[config.mk]
export PLATFORM = sky130hd
export DESIGN_NAME = reg16_serializer
export DESIGN_NICKNAME = d
export VERILOG_FILES = /design/src/rtl/reg16_serializer_pkg.sv /design/src/rtl/reg16.sv /design/src/rtl/reg16_serializer.sv
export SDC_FILE = /design/constraint.sdc
export NUM_CORES = 1
export LEC_CHECK = 0
export CAP_MARGIN = 0
export CORE_UTILIZATION = 49
export DETAILED_ROUTE_END_ITERATION = 16
export GPL_ROUTABILITY_DRIVEN = 1
export HOLD_SLACK_MARGIN = 0.02
export PLACE_DENSITY = 0.82
export SYNTH_ARGS = -nofsm -noshare
export SYNTH_HDL_FRONTEND = slang
export SYNTH_SLANG_ARGS = --single-unit
[constraint.sdc]
create_clock -name clk -period 1.4 [get_ports clk]
set_clock_uncertainty 0.1 [all_clocks]
set_input_delay 0.14 -clock clk [delete_from_list [all_inputs] [get_ports clk]]
set_output_delay 0.14 -clock clk [all_outputs]
set_load 0.02 [all_outputs]
[src/rtl/reg16_serializer_pkg.sv]
// reg16_serializer_pkg: shared state encoding, default width and counter sizing
package reg16_serializer_pkg;
    localparam int DEFAULT_WIDTH = 16;

    typedef enum logic {
        ST_IDLE  = 1'b0,
        ST_SHIFT = 1'b1
    } state_t;

    function automatic int cnt_w(input int w);
        return (w > 1) ? $clog2(w) : 1;
    endfunction
endpackage

[src/rtl/reg16.sv]
// reg16: parallel holding register with load enable and synchronous clear
module reg16
    import reg16_serializer_pkg::*;
#(
    parameter int WIDTH = DEFAULT_WIDTH
) (
    input  logic             clk,
    input  logic             rst,
    input  logic             ld,
    input  logic [WIDTH-1:0] d,
    output logic [WIDTH-1:0] q
);
    always_ff @(posedge clk) begin
        if (rst)
            q <= '0;
        else if (ld)
            q <= d;
    end
endmodule

[src/rtl/reg16_serializer.sv]
// reg16_serializer: ld/ready parallel-in, serial-out word transmitter
module reg16_serializer
    import reg16_serializer_pkg::*;
#(
    parameter int WIDTH     = DEFAULT_WIDTH,
    parameter bit MSB_FIRST = 1'b1
) (
    input  logic             clk,
    input  logic             rst,
    input  logic             ld,
    input  logic [WIDTH-1:0] d,
    output logic             ready,
    output logic [WIDTH-1:0] q,
    output logic             sout,
    output logic             sval,
    output logic             done
);
    localparam int CW = cnt_w(WIDTH);

    state_t           state;
    logic [WIDTH-1:0] sr;
    logic [CW-1:0]    cnt;
    logic             last;
    logic             accept;
    logic [WIDTH-1:0] sr_next;

    assign last    = cnt == CW'(WIDTH - 1);
    assign accept  = ld & ready;
    assign sr_next = MSB_FIRST ? (sr << 1) : (sr >> 1);

    // outputs decode only registered state, never ld or d
    assign ready = state == ST_IDLE;
    assign sval  = state == ST_SHIFT;
    assign sout  = sval & (MSB_FIRST ? sr[WIDTH-1] : sr[0]);
    assign done  = sval & last;

    always_ff @(posedge clk) begin
        if (rst) begin
            state <= ST_IDLE;
            sr    <= '0;
            cnt   <= '0;
        end else if (state == ST_IDLE) begin
            if (ld) begin
                sr    <= d;
                cnt   <= '0;
                state <= ST_SHIFT;
            end
        end else begin
            sr    <= sr_next;
            cnt   <= last ? '0 : cnt + 1'b1;
            state <= last ? ST_IDLE : ST_SHIFT;
        end
    end

    reg16 #(.WIDTH(WIDTH)) u_q (
        .clk (clk),
        .rst (rst),
        .ld  (accept),
        .d   (d),
        .q   (q)
    );
endmodule

Word-level counts from Yosys, hierarchy flattened:

Index checks and enable logic that the tools add are counted.

* register bits after elaboration: 37
* bits of input ports: 19
* output and inout port bits: 20

* add/sub/neg operators: 1
* equality and inequality tests: 1
* muxes and demuxes: 8
* bitwise logic cells: 4
* reduce and logical (&&, ||, !) cells: 2

Operator list (number)
* $mux 16: 2
* $mux 4: 3
* $add 4x1->4 const B: 1
* $eq 4x4->1 const B: 1
* $and 1x1->1: 3
* $mux 1: 3
* $reduce_bool 2->1: 1
* $reduce_or 2->1: 1
* $not 1->1: 1

Longest topological paths before layout:

* depth in word-level cells: 3
* depth in mapped cells: 6
* depth with buffers taken out: 4

By module:

From an unflattened synthesis, not the netlist that was laid out.

* cell total of the unflattened synthesis: 168
* area, all modules: 1661.6 um^2

By module, submodules not included
* reg16_serializer: instances 1, cells each 116, area each 1081.0 um^2, seq. area each 420.4 um^2
* reg16: instances 1, cells each 52, area each 580.6 um^2, seq. area each 320.3 um^2

Worst setup path before layout:

OpenSTA, ideal clock, no wires.

* path type: flip-flop to flip-flop
* start point: reg state, in the netlist sval
* end point: reg state, in the netlist sval
* setup time: 149 ps
* arrival time: 1335 ps
* data required time: 1151 ps
* slack: -184 ps
* stages on the path, launching flop included: 5
* period minus slack after synthesis: 1584 ps
* cell sequence: dfxtp_1 > buf_6 > inv_2 > nor3_1 > nor3_1

* longest elaborated chain between the ends: 1

Ends and longest elaborated chain
* start: declaration: line reg16_serializer.sv:20 `state_t state;`
* start signal: assignment: line reg16_serializer.sv:51 `state <= last ? ST_IDLE : ST_SHIFT;`
* $mux 1: line reg16_serializer.sv:42 `end else if (state == ST_IDLE) begin`

Every way passes these cells.
A chain may end at the register's enable or synchronous reset.

Worst setup path in the final report:

* start point: reg cnt[0]
* end point: out done

* longest elaborated chain between the ends: 2

Ends and longest elaborated chain
* start: declaration: line reg16_serializer.sv:22 `logic [CW-1:0] cnt;`
* start signal: assignment: line reg16_serializer.sv:50 `cnt <= last ? '0 : cnt + 1'b1;`
* $eq 4x4->1: line reg16_serializer.sv:27 `assign last = cnt == CW'(WIDTH - 1);`
* $and 1x1->1: line reg16_serializer.sv:35 `assign done = sval & last;`
* end: declaration: line reg16_serializer.sv:16 `output logic done`

Every way passes these cells.

==> metrics <==
Final #Nets=262; outcome=finished with violations; worst slew pin tran=~0.24 ns; mean post-synth cell area=between 8 and 9 um2; setup ws final=-0.1031 ns; Post-DP HPWL=2383 um; CTS tree=done; Distinct cells, synth=31; RSZ-0062 raised after global routing=true; worst hold path type=input pin to register; CTS Buffer Depth=2; DR vias=1410; Final Power=about 2.1 mW; Seq/Total Area, Yosys=44.95%; GRT Overall Usage=20.94%; final setup vio count=1; PortBufs=38; largest net degree at the start of global routing=38; EDFF count, synth=0; Power Density=951.0 nW/um2; Final Util=between 70% and 80%; top cell type's share of synthesized area=roughly 45%; Post-synth top cells=nand2_1 (58), dfxtp_1 (37), a21oi_1 (31); cell area after synthesis=around 1600 um2; Initial Util=52.68%; vias in the first global route=roughly 1300; DRC viols=0; Worst VDD drop=0.6150 mV; Num CTS Buffers=5; GP Congestion=between 0.7 and 0.8; initial DRC count=56; initial antenna violation count=0; max-slew violation count=0; startpoint types=register; worst-path fanout max=4; failing checks=setup timing; routed len/inst=approximately 12 um; htree depth=2; Synth Register Bits=37; Layout area overhead=34.55%; ranking of synthesized cells by area=dfxtp_1 (45%), nand2_1 (13%), a21oi_1 (9.4%); CTS Root Buffer Type=clkbuf_4; Post-Place Cells=277; die height=59.99 um; core box area=3128 um2; Final Hold Viols=0; synthesized instance count=187; Die Span X=around 60 um; Finished Layout Cells=287; ys flop type=dfxtp_1; Worst Setup End Kind=output pin; Synthesized Nets=between 200 and 250; gr ovfl total=0; Arr. time, crit path=1.26 ns; Worst-Skew Late Latency=0.33 ns; Ant. Diodes=0; f_max=about 0.67 GHz; vias per cell=4.913; final wirelength=3528 um; count leader, synth=nand2_1; clock period minus worst slack=1.503 ns; io pins=39; global-route wire length before repair=5547 um; max_slew headroom=83.97%; layout cells sized above 1=28.40%; Fill cells=243; num rows=20; total of max-cap violations=0; Die ar.=about 3600 um2; TritonRoute pass-1 iters=4; CTS Hold Bufs=0; clock sink total=37; DP Worst Slack=-0.2611 ns; yosys warns=0; remaining antenna violation count after routing=0; Final period util=107.4%; Async S/R FF share, synth=0%; Crit Path Class=register to output pin; Worst-path clk slew=0.10 ns; setup TNS=-0.1031 ns; Pleak=approximately 0.94 nW; Synth area leader=dfxtp_1; required time of the critical path=1.16 ns
[per-stage QoR]
stage | hold WS (ns) | cell area, um2
floorplan | 0.1760 | 1653
global placement | 0.3360 | 2150
detailed placement | 0.3430 | 2150
CTS | 0.2678 | 2178
global route | 0.2817 | 2217
finish | 0.2738 | 2217
[path summary, 6_finish.rpt]
check	from	endpoint	slack [ns]	depth (start not counted)
worst min-delay path	d[3]	u_q.q[3]$_SDFFE_PP0P_	0.27	3
worst max-delay path	cnt[0]$_SDFFE_PP0P_	done	-0.10	4
worst max register to register	sval$_SDFF_PP0_	cnt[0]$_SDFFE_PP0P_	0.08	5
worst min register to register	sr[0]$_SDFFE_PP0P_	sr[1]$_SDFFE_PP0P_	0.35	2
[report_power, final]
| part | internal (mW) | switching [mW] |
|---|---|---|
| Sequential | 1.11 | 0.0302 |
| Combinational | 0.226 | 0.217 |
| Clock | 0.200 | 0.320 |
| Total | 1.54 | 0.568 |
[cells by family (layout without fill, tap and decap cells)]
kind of cell	Yosys count	count (layout)	synth area share, %
and+or+nand+nor	74	74	19.59
AOI/OAI and AO/OA	41	41	14.50
DFF	37	37	44.95
buffers and inverters	18	74	7.972
muxes	16	16	12.23
adders and majority gates	1	1	0.7592
[cells in the final DEF (no fill, tap or decap), types with 2 or more instances in the layout]
master and count:
clkbuf_4 5, inv_1 2, nor3_1 2, nand2_2 6, clkdlybuf4s50_1 18, dfxtp_2 3
buf_2 3, nand2_1 58, clkbuf_1 3, dfxtp_1 34, buf_4 21, inv_2 2
dlygate4sd2_1 17, mux2_2 9, a21oi_2 6, mux2_4 6, a21oi_1 31
[worst max-delay path: stages, from the launching register on]
cell and delay [ns]:
dfxtp_2 0.37, ha_4 0.16, inv_2 0.04, nor3_2 0.19, buf_4 0.17
[registers in the layout (all words and copies together) (netlist names)]
register and cells:
sr 16, cnt 4, sval 1, u_q.q 16
[cell type report]
type	count	area, um2	share of cell area (%)
Inverter	4	15.01	0.6772
Multi-Input combinational cell	132	805.8	36.34
Clock buffer	8	48.80	2.201
Tap cell	44	55.05	2.483
Timing Repair Buffer	62	548.0	24.72
Sequential cell	37	744.5	33.58
[layer usage]
metal,GRT usage (%),vias up,wire length [um]
met1,26.27,646,1629
met5,0,-,0
met3,4.545,5,141
met2,34.76,30,1715
li1,-,729,-
met4,8.306,0,41
[what timing repair did]
action / in CTS / in global routing
setup buffers: 0 / 1
endpoints found under the setup margin: 36 / 9
gates resized for setup: 32 / 9
cloned: 0 / 1
pin swaps: 1 / 2
Note: power is estimated with default switching activity, not from simulation.
